[src/rtl/im_loader.sv]
// im_loader: write side of the instruction memory.
// Receives a valid/ready byte stream framed as a 4-byte big-endian word count N
// followed by N big-endian data words. Each word goes to consecutive IM slots
// starting at index 0. cpu_hold keeps the CPU in reset until the image has been
// fully written.
// Optional feature macro: IM_LOADER_CSUM_EN. When it is defined, a trailing
// checksum word (the mod-2^32 sum of the data words) is received and verified
// before the load is declared done.
module im_loader #(
  parameter int IM_DEPTH = 1024,
  parameter int ADDR_W   = 10
) (
  input  logic              clk,
  input  logic              reset,
  input  logic              rx_valid,
  input  logic [7:0]        rx_data,
  output logic              rx_ready,
  input  logic              reload,
  output logic              im_we,
  output logic [ADDR_W-1:0] im_addr,
  output logic [31:0]       im_wdata,
  output logic              cpu_hold,
  output logic              load_done,
  output logic              load_err,
  output logic [ADDR_W:0]   words_loaded
);

  localparam logic [2:0] S_LEN  = 3'd0;
  localparam logic [2:0] S_DATA = 3'd1;
`ifdef IM_LOADER_CSUM_EN
  localparam logic [2:0] S_CSUM = 3'd2;
`endif
  localparam logic [2:0] S_DONE = 3'd3;
  localparam logic [2:0] S_ERR  = 3'd4;

  localparam logic [ADDR_W:0] W_ONE = {{ADDR_W{1'b0}}, 1'b1};

  logic [2:0]        state_q, state_d;
  logic [1:0]        byte_cnt_q, byte_cnt_d;
  logic [23:0]       shift_q, shift_d;      // first three bytes of the current word
  logic [ADDR_W:0]   len_q, len_d;          // range-checked word count N
  logic [ADDR_W:0]   words_q, words_d;      // words written; also next write index
  logic              im_we_q, im_we_d;
  logic [ADDR_W-1:0] im_addr_q, im_addr_d;
  logic [31:0]       im_wdata_q, im_wdata_d;
  logic              cpu_hold_q, cpu_hold_d;
  logic              done_q, done_d;
  logic              err_q, err_d;
`ifdef IM_LOADER_CSUM_EN
  logic [31:0]       csum_q, csum_d;
`endif

  logic        accept;
  logic        last_byte;
  logic [31:0] word_full;

  // The loader only refuses bytes once the image is complete.
  always_comb begin
    rx_ready = (state_q != S_DONE);
  end

  // Byte packing, state transitions and the registered IM write request.
  always_comb begin
    accept     = rx_valid && rx_ready;
    last_byte  = accept && (byte_cnt_q == 2'd3);
    word_full  = {shift_q, rx_data};
    state_d    = state_q;
    byte_cnt_d = byte_cnt_q;
    shift_d    = shift_q;
    len_d      = len_q;
    words_d    = words_q;
    im_we_d    = 1'b0;
    im_addr_d  = im_addr_q;
    im_wdata_d = im_wdata_q;
`ifdef IM_LOADER_CSUM_EN
    csum_d     = csum_q;
`endif

    if (accept) begin
      byte_cnt_d = byte_cnt_q + 2'd1;
      shift_d    = {shift_q[15:0], rx_data};
    end

    case (state_q)
      S_LEN: begin
        if (last_byte) begin
          if (word_full > 32'(IM_DEPTH)) begin
            state_d = S_ERR;
          end else if (word_full == 32'd0) begin
`ifdef IM_LOADER_CSUM_EN
            state_d = S_CSUM;
`else
            state_d = S_DONE;
`endif
          end else begin
            len_d   = word_full[ADDR_W:0];
            state_d = S_DATA;
          end
        end
      end
      S_DATA: begin
        if (last_byte) begin
          im_we_d    = 1'b1;
          im_addr_d  = words_q[ADDR_W-1:0];
          im_wdata_d = word_full;
          words_d    = words_q + W_ONE;
`ifdef IM_LOADER_CSUM_EN
          csum_d     = csum_q + word_full;
`endif
          if ((words_q + W_ONE) == len_q) begin
`ifdef IM_LOADER_CSUM_EN
            state_d = S_CSUM;
`else
            state_d = S_DONE;
`endif
          end
        end
      end
`ifdef IM_LOADER_CSUM_EN
      S_CSUM: begin
        if (last_byte) begin
          state_d = (word_full == csum_q) ? S_DONE : S_ERR;
        end
      end
`endif
      S_DONE, S_ERR: begin
        // Bytes arriving in S_ERR are accepted above and simply never used.
        if (reload) begin
          state_d    = S_LEN;
          byte_cnt_d = 2'd0;
          shift_d    = 24'd0;
          len_d      = '0;
          words_d    = '0;
`ifdef IM_LOADER_CSUM_EN
          csum_d     = 32'd0;
`endif
        end
      end
      default: begin
        state_d = S_LEN;
      end
    endcase

    // Status lags the state by one cycle so the CPU is released only after
    // the final IM write has committed.
    done_d     = (state_q == S_DONE) && !reload;
    err_d      = (state_q == S_ERR) && !reload;
    cpu_hold_d = !done_d;
  end

  // State and datapath registers with synchronous reset.
  always_ff @(posedge clk) begin
    if (reset) begin
      state_q    <= S_LEN;
      byte_cnt_q <= 2'd0;
      shift_q    <= 24'd0;
      len_q      <= '0;
      words_q    <= '0;
      im_we_q    <= 1'b0;
      im_addr_q  <= '0;
      im_wdata_q <= 32'd0;
      cpu_hold_q <= 1'b1;
      done_q     <= 1'b0;
      err_q      <= 1'b0;
`ifdef IM_LOADER_CSUM_EN
      csum_q     <= 32'd0;
`endif
    end else begin
      state_q    <= state_d;
      byte_cnt_q <= byte_cnt_d;
      shift_q    <= shift_d;
      len_q      <= len_d;
      words_q    <= words_d;
      im_we_q    <= im_we_d;
      im_addr_q  <= im_addr_d;
      im_wdata_q <= im_wdata_d;
      cpu_hold_q <= cpu_hold_d;
      done_q     <= done_d;
      err_q      <= err_d;
`ifdef IM_LOADER_CSUM_EN
      csum_q     <= csum_d;
`endif
    end
  end

  // Drive outputs straight from registers.
  always_comb begin
    im_we        = im_we_q;
    im_addr      = im_addr_q;
    im_wdata     = im_wdata_q;
    cpu_hold     = cpu_hold_q;
    load_done    = done_q;
    load_err     = err_q;
    words_loaded = words_q;
  end

endmodule

[config.mk]
export PLATFORM = sky130hd
export DESIGN_NAME = im_loader
export DESIGN_NICKNAME = d
export VERILOG_FILES = /design/src/rtl/im_loader.sv
export SDC_FILE = /design/constraint.sdc
export NUM_CORES = 1
export LEC_CHECK = 0
export ABC_CLOCK_PERIOD_IN_PS = 2600
export BUFFER_PORTS_ARGS = -buffer_cell sky130_fd_sc_hd__buf_2
export CAP_MARGIN = 20
export CELL_PAD_IN_SITES_DETAIL_PLACEMENT = 0
export CELL_PAD_IN_SITES_GLOBAL_PLACEMENT = 2
export CORE_MARGIN = 5
export CORE_UTILIZATION = 33
export DETAILED_ROUTE_END_ITERATION = 8
export GPL_ROUTABILITY_DRIVEN = 0
export HOLD_SLACK_MARGIN = 0.1
export PLACE_DENSITY_LB_ADDON = 0.08
export SYNTH_ARGS = -nofsm -noshare
export SYNTH_HDL_FRONTEND = slang
export SYNTH_SLANG_ARGS = --single-unit
[constraint.sdc]
create_clock -name clk -period 2.6 [get_ports clk]
set_clock_uncertainty 0.05 [all_clocks]
set_input_delay 0 -clock clk [delete_from_list [all_inputs] [get_ports clk]]
set_output_delay 0 -clock clk [all_outputs]
set_load 0.02 [all_outputs]
==> results of run 1 <==
## metal layers
metal / up-vias / wire length [µm] / global-route usage [%]
li1: 1908 / - / -
met1: 1759 / 6297 / 25.11
met2: 95 / 4701 / 22.75
met3: 11 / 557 / 2.857
met4: 0 / 180 / 6.298
met5: - / 0 / 0
## cells by family after synthesis
logic type      after synthesis
flops                        97
xor+xnor                     15
buf+inv                      58
fa+ha+maj                     2
compound gates              124
simple gates                220
## cell type report
cell class / count / share of cell area (%)
Tap cell: 172 / 4.239
Inverter: 27 / 1.996
Clock inverter: 3 / 0.3450
Sequential cell: 97 / 38.25
Clock buffer: 12 / 4.855
Timing Repair Buffer: 94 / 11.04
Multi-Input combinational cell: 361 / 39.28
## metrics by stage
| stage | utilization (%) | cells | hold WS, ns |
|---|---|---|---|
| 3_5_place_dp | 37.57 | 740 | 0.2423 |
| 4_1_cts | 40.56 | 766 | 0.4033 |
| 3_3_place_gp | 37.57 | 740 | 0.2377 |
| 2_1_floorplan | - | 516 | 0.03712 |
| 5_1_grt | 40.56 | 766 | 0.4192 |
| 6_report | 40.56 | 766 | 0.3993 |
## where the power goes
| part | leakage, nW | switching [mW] | internal [mW] |
|---|---|---|---|
| Sequential | 0.784 | 0.0357 | 1.52 |
| Clock | 0.128 | 0.546 | 0.667 |
| Combinational | 1.02 | 0.123 | 0.0872 |
## worst min-delay path by stage
stage / startpoint / endpoint / depth (start not counted)
5_1_grt: im_wdata[29]$_SDFFE_PP0P_ / im_wdata[29]$_SDFFE_PP0P_ / 2
2_1_floorplan: reload / load_err$_SDFF_PP0_ / 1
4_1_cts: im_addr[1]$_SDFFE_PP0P_ / im_addr[1]$_SDFFE_PP0P_ / 2
3_5_place_dp: rx_data[0] / shift_q[0]$_SDFF_PP0_ / 3
6_report: im_addr[1]$_SDFFE_PP0P_ / im_addr[1]$_SDFFE_PP0P_ / 2
3_3_place_gp: rx_data[0] / shift_q[0]$_SDFF_PP0_ / 3
## critical path: stages
cell           delay [ns]
dlygate4sd3_1        0.54
buf_2                0.29
nor4_1               0.52
nand3_1              0.29
or2_1                0.51
o221ai_2             0.24
## state kept, by name, indices dropped and copies added, names as in the netlist
register,cells
load_err,1
byte_cnt_q,2
load_done,1
cpu_hold,1
words_loaded,11
im_wdata,32
im_addr,10
len_q,11
shift_q,24
state_q,3
im_we,1
## cells in the mapped netlist (all sizes together), types with 8 or more instances
cell,count,share of area (%)
a21oi,75,9.0
clkbuf,26,2.6
nand3b,12,2.2
nand2,151,14
nand3,8,1.1
xnor2,12,2.5
inv,27,2.4
dfxtp,97,46
o21ai,16,1.9
o221ai,10,3.6
nor2,10,0.90
## repair_timing
| item | in CTS | in global routing |
|---|---|---|
| hold endpoints to repair | 30 | 0 |
| hold buffers | 11 | 0 |
| gates resized for setup | 0 | 0 |
==> impl_metrics.json, run 1 <==
{
  "status": "finished, final reports clean",
  "routed_wl_um": 11740,
  "synth_top_family_by_area": "simple AND/OR/NAND/NOR gates",
  "crit_path_start": "reset",
  "initial_core_util_pct": 33.47,
  "clock_sinks": 97,
  "period_needed_ns": 2.182,
  "ios": 70,
  "fillCellCount": 1343,
  "relSlewSlack_pct": 51.55,
  "post_synth.cell_area_avg_um2": 8.118,
  "final_common_cell": "nand2_1",
  "worst_slack_ns": 0.4182,
  "grt_pass1_wl_um": 19300,
  "diodes": 0,
  "drtPass1Iterations": 6,
  "synth_adder_area_share_pct": 0.5974,
  "antenna_left": 0,
  "rows": 41,
  "clkLatencyLatePin_ns": 0.34,
  "synth-edff-count": 0,
  "min_period_over_period_pct": 83.92,
  "crit_end": "len_q[0]$_SDFFE_PP0P_",
  "wire_per_inst_um": 15.32,
  "rsz0062_at_grt": "false",
  "multiInputGateArea_mm2": 0.001994,
  "post-route-drc-count": 0,
  "final_nets": 604,
  "r2r_slack_ns": 0.50,
  "drv_cap": 0,
  "tightest_slew_ns": 0.7260,
  "yosysWarnings": 0,
  "vias": 3773,
  "syn_inst": 516,
  "grt.overflow.total": 0,
  "crit_fanout": 29,
  "leakage_nw": 1.931,
  "synth_compound_area_share_pct": 19.06,
  "yosysSeqAreaShare_pct": 46.36,
  "synth_nets": 530,
  "hold_viol_final": 0,
  "drive_gt1_share_pct": 20.03,
  "antenna_found_initial": 0,
  "seq_area_mm2": 0.001942,
  "synth-simple-area-share_pct": 24.76,
  "die_w_um": 122.7,
  "finalMaxSlewViolations": 0,
  "dieArea_mm2": 0.01505,
  "r2r-start": "words_loaded[0]$_SDFFE_PP0P_",
  "critPathCaptureType": "register",
  "cts_root_buf": "clkbuf_16",
  "synth_xor_area_share_pct": 3.136,
  "r2r-end": "state_q[1]$_SDFFE_PP0P_",
  "max-clock-path-buffers": 2,
  "tns_ns": 0,
  "fmaxAchievable_mhz": 458.3,
  "path_class": "primary input to register",
  "hp-class": "register to register",
  "dr.first_iter.drc_count": 201,
  "cts_tree": "built",
  "grt_max_degree": 33,
  "total_power_mw": 2.976,
  "ff2ff_path_depth": 6,
  "dp_hpwl_um": 8357,
  "power_density_mw_per_mm2": 586.1,
  "cp.arrival_ns": 2.39,
  "die_h_um": 122.7,
  "synth_area_mm2": 0.004189,
  "synth_flop_cell": "dfxtp_1",
  "cts_buffers": 9,
  "path_clk_slew_ns": 0.06,
  "grt_pass1_vias": 3494,
  "mostFrequentLayoutCells": "150 x nand2_1, 97 x dfxtp_1, 75 x a21oi_1, 69 x buf_2, 27 x inv_1",
  "cts_setup_buffers": 0,
  "dpl_cell_area_mm2": 0.004703,
  "grt_usage_pct": 16.46,
  "syn_to_final_growth_pct": 21.21,
  "yosys-mux-area-fraction_pct": 0,
  "ys_ff_latch": 97,
  "vias_per_cell": 4.926,
  "setup_viol": 0,
  "cts_htree_levels": 3,
  "core_area_mm2": 0.01252,
  "ir_worst_vdd_v": 0.0002485,
  "io_buffers": 69,
  "start_kind": "primary input",
  "ys_async_sr_fraction_pct": 0,
  "synth_cell_types": 52,
  "required_ns": 2.81,
  "dp_slack_ns": 0.5090,
  "design_area_mm2": 0.005077
}
Note: power is estimated with default switching activity, not from simulation.
==> run 2, diff against run 1 <==
- ABC_CLOCK_PERIOD_IN_PS: 2600 -> 2200
- clock period: 2.6 -> 2.2 ns (I/O delays scaled with it)
==> impl_metrics.json, run 2 (same netlist as run 1, synthesis figures left out) <==
{
  "hold_viol_final": 0,
  "period_needed_ns": 2.043,
  "dpl_cell_area_mm2": 0.004748,
  "die_h_um": 122.7,
  "drtPass1Iterations": 4,
  "grt_max_degree": 43,
  "finalMaxSlewViolations": 0,
  "grt_pass1_vias": 3555,
  "routed_wl_um": 11560,
  "cp.arrival_ns": 2.25,
  "mostFrequentLayoutCells": "150 x nand2_1, 96 x dfxtp_1, 75 x a21oi_1, 69 x buf_2, 27 x inv_1",
  "min_period_over_period_pct": 92.86,
  "dp_hpwl_um": 8328,
  "cts_buffers": 9,
  "path_class": "register to register",
  "vias": 3750,
  "grt.overflow.total": 0,
  "initial_core_util_pct": 33.47,
  "power_density_mw_per_mm2": 728.3,
  "diodes": 0,
  "postLayoutCoreUtil_pct": 41.44,
  "ios": 70,
  "final_nets": 609,
  "grt_pass1_wl_um": 19160,
  "leakage_nw": 1.988,
  "antenna_left": 0,
  "design_area_mm2": 0.005187,
  "io_buffers": 69,
  "cts_root_buf": "clkbuf_16",
  "drive_gt1_share_pct": 22.07,
  "post-route-drc-count": 0,
  "path_clk_slew_ns": 0.07,
  "relSlewSlack_pct": 36.95,
  "cts_setup_buffers": 0,
  "clkLatencyLatePin_ns": 0.34,
  "largest_reg_flops": 32,
  "cts_htree_levels": 3,
  "fmaxAchievable_mhz": 489.5,
  "core_area_mm2": 0.01252,
  "hp-class": "primary input to register",
  "crit_fanout": 10,
  "syn_to_final_growth_pct": 23.84,
  "rows": 41,
  "final_cells": 770,
  "dp.cells": 746,
  "required_ns": 2.41,
  "final_common_cell": "nand2_1",
  "status": "finished, final reports clean",
  "clock_sinks": 97,
  "tightest_slew_ns": 0.9457,
  "drv_cap": 0,
  "cts_tree": "built",
  "ir_worst_vdd_v": 0.0003660,
  "antenna_found_initial": 0,
  "dieArea_mm2": 0.01505,
  "vias_per_cell": 4.870,
  "fillCellCount": 1326,
  "wire_per_inst_um": 15.02,
  "dr.first_iter.drc_count": 159,
  "rsz0062_at_grt": "false",
  "worst_slack_ns": 0.1571,
  "start_kind": "register",
  "max-clock-path-buffers": 2,
  "tns_ns": 0,
  "critPathCaptureType": "register",
  "dp_slack_ns": 0.08538,
  "setup_viol": 0,
  "grt_usage_pct": 16.18,
  "die_w_um": 122.7
}
## run 2: changes by cell type in the layout (fill, tap and decap cells not counted), moves of 2 or more
| cell | previous run | this run |
|---|---|---|
| bufinv_16 | 0 | 2 |
| nor4_1 | 7 | 5 |
| buf_4 | 14 | 20 |
| nor4_2 | 0 | 2 |
| clkbuf_1 | 2 | 0 |
## run 2: path summary, 6_finish.rpt
path	from	end	slack [ns]	depth (start not counted)
hold reg to reg	im_wdata[28]$_SDFFE_PP0P_	im_wdata[28]$_SDFFE_PP0P_	0.40	2
setup reg to reg	shift_q[5]$_SDFF_PP0_	len_q[6]$_SDFFE_PP0P_	0.16	5
hold / removal	reset	im_wdata[9]$_SDFFE_PP0P_	0.11	2
setup / recovery	shift_q[5]$_SDFF_PP0_	len_q[6]$_SDFFE_PP0P_	0.16	5
## run 2: through the flow
stage | hold slack [ns] | total power [mW]
finish | 0.1068 | 3.778
global placement | 0.2419 | 2.106
floorplan | 0.03712 | 2.031
global route | 0.1482 | 3.929
detailed placement | 0.2478 | 2.110
CTS | 0.1002 | 3.824
## run 2: where the power goes
group,leakage (nW),internal [mW],switching (mW),total (mW)
combinational,1.05,0.103,0.146,0.249
clock,0.157,1.04,0.652,1.70
sequential,0.785,1.79,0.0406,1.83
## run 2: critical path: stages, from the launching register on
cell	delay, ns
dfxtp_1	0.33
or4_4	0.55
nor3_4	0.18
nand4_2	0.15
or2_2	0.48
o221ai_2	0.21
## run 2: timing repair
action | in CTS | in global routing
endpoints found under the setup margin | 0 | 20
hold buffers | 10 | 0
gates resized for setup | 0 | 6
endpoints found under the hold margin | 29 | 0
## run 2: cell type report
| cell class | count | area, µm² | share of cell area, % |
|---|---|---|---|
| inverter | 27 | 101.3 | 1.954 |
| sequential | 97 | 1943 | 37.46 |
| timing repair buffer | 99 | 595.6 | 11.48 |
| multi-input combinational | 361 | 2014 | 38.83 |
| clock inverter | 3 | 65.06 | 1.254 |
| clock buffer | 11 | 252.7 | 4.872 |
| tap | 172 | 215.2 | 4.149 |
## run 2: routing by layer
layer | vias to the layer above | GRT usage [%] | part of all wire (%)
met5 | - | 0 | 0
met4 | 0 | 5.738 | 1.4
met3 | 11 | 2.719 | 4.6
met2 | 83 | 23.47 | 42
met1 | 1733 | 24.02 | 52
li1 | 1923 | - | -
==> run 3, diff against run 2 <==
- PLACE_DENSITY_LB_ADDON: 0.08 -> 0.12
==> impl_metrics.json, run 3 (same netlist as run 1, synthesis figures left out) <==
{
  "slowest_delay_ns": 0.54,
  "finalMaxSlewViolations": 0,
  "worst_slack_ns": 0.1756,
  "leakage_nw": 1.987,
  "die_h_um": 122.7,
  "cts_buffers": 9,
  "setup_viol": 0,
  "path_clk_slew_ns": 0.07,
  "multiInputGateArea_mm2": 0.002014,
  "tightest_slew_ns": 0.9386,
  "syn_to_final_growth_pct": 24.34,
  "crit_fanout": 9,
  "dp_hpwl_um": 8313,
  "drive_gt1_share_pct": 22.26,
  "worst_hold_slack_ns": 0.3996,
  "fmaxAchievable_mhz": 494.0,
  "cts_tree": "built",
  "clkLatencyLatePin_ns": 0.35,
  "max-clock-path-buffers": 2,
  "drtPass1Iterations": 4,
  "post-route-drc-count": 0,
  "grt_max_degree": 27,
  "wire_per_inst_um": 15.11,
  "antenna_left": 0,
  "final_nets": 611,
  "critPathCaptureType": "register",
  "total_power_mw": 3.788,
  "status": "finished, final reports clean",
  "path_cells": "nand4_4, or3_1, a2111oi_2, o2111ai_1, o31ai_2",
  "relSlewSlack_pct": 37.42,
  "final_common_cell": "nand2_1",
  "vias_per_cell": 4.831,
  "tns_ns": 0,
  "vias": 3739,
  "cts_setup_buffers": 0,
  "core_area_mm2": 0.01252,
  "rsz0062_at_grt": "false",
  "grt_pass1_wl_um": 19620,
  "clock_sinks": 97,
  "hp-class": "register to register",
  "grt.overflow.total": 0,
  "mostFrequentLayoutCells": "150 x nand2_1, 96 x dfxtp_1, 75 x a21oi_1, 69 x buf_2, 27 x inv_1",
  "dpl_cell_area_mm2": 0.004756,
  "start_kind": "register",
  "cts_htree_levels": 3,
  "cp.arrival_ns": 2.24,
  "path_class": "register to register",
  "largest_reg_flops": 32,
  "io_buffers": 69,
  "initial_core_util_pct": 33.47,
  "drv_cap": 0,
  "ir_worst_vdd_v": 0.0002540,
  "min_period_over_period_pct": 92.02,
  "diodes": 0,
  "antenna_found_initial": 0,
  "grt_pass1_vias": 3639,
  "required_ns": 2.41,
  "hold_viol_final": 0,
  "dr.first_iter.drc_count": 232,
  "rows": 41,
  "grt_usage_pct": 16.60,
  "dieArea_mm2": 0.01505,
  "ios": 70,
  "routed_wl_um": 11690,
  "seq_area_mm2": 0.001943,
  "cp_slowest_cell": "dfxtp_1",
  "power_density_mw_per_mm2": 727.2,
  "cts_root_buf": "clkbuf_16",
  "dp_slack_ns": 0.06254,
  "die_w_um": 122.7,
  "design_area_mm2": 0.005209,
  "fillCellCount": 1348,
  "period_needed_ns": 2.024
}
==> run 3: cell types whose count changed in the layout (fill, tap and decap cells not counted), sizes merged <==
cell,before,now
clkinvlp,0,2
buf,89,90
clkbuf,11,10
clkinv,1,2
dlygate4sd3,10,11
==> run 3: layout make-up <==
type	count	area share (%)
multi-input combinational	361	38.67
clock buffer	10	4.396
inverter	27	1.946
clock inverter	6	1.778
timing repair buffer	101	11.77
sequential	97	37.30
tap	172	4.132
==> run 3: final timing paths <==
check	from	to	slack, ns	depth (start not counted)
setup / recovery	words_loaded[5]$_SDFFE_PP0P_	state_q[1]$_SDFFE_PP0P_	0.18	5
setup reg to reg	words_loaded[5]$_SDFFE_PP0P_	state_q[1]$_SDFFE_PP0P_	0.18	5
hold / removal	im_wdata[28]$_SDFFE_PP0P_	im_wdata[28]$_SDFFE_PP0P_	0.40	2
hold reg to reg	im_wdata[28]$_SDFFE_PP0P_	im_wdata[28]$_SDFFE_PP0P_	0.40	2
==> run 3: critical path: cells and delay by family, from the launching register on <==
kind            cells  cell delay [ns]
simple gates        2             0.59
flops               1             0.54
compound gates      3             0.75
==> run 3: what timing repair did <==
item / in CTS / in global routing
hold endpoints to repair: 39 / 0
setup endpoints to repair: 0 / 12
gates resized for setup: 0 / 6
hold buffers: 11 / 0
==> run 3: routing by layer <==
metal	share of wire, %	track usage (%)	up-vias
li1	-	-	1920
met1	52	24.59	1723
met2	41	23.64	84
met3	5.0	3.272	12
met4	1.6	6.158	0
met5	0	0	-
==> run 3: stage by stage <==
step / instances / utilization (%)
after floorplan: 516 / -
after global placement: 747 / 37.99
after detailed placement: 747 / 37.99
after CTS: 774 / 41.44
after global routing: 774 / 41.61
final: 774 / 41.61
==> run 3: power by group <==
part | total, mW | leakage (nW) | internal [mW] | switching, mW
clock | 1.70 | 0.149 | 1.00 | 0.701
sequential | 1.83 | 0.785 | 1.79 | 0.0408
combinational | 0.253 | 1.05 | 0.105 | 0.148
total | 3.79 | 1.99 | 2.90 | 0.890
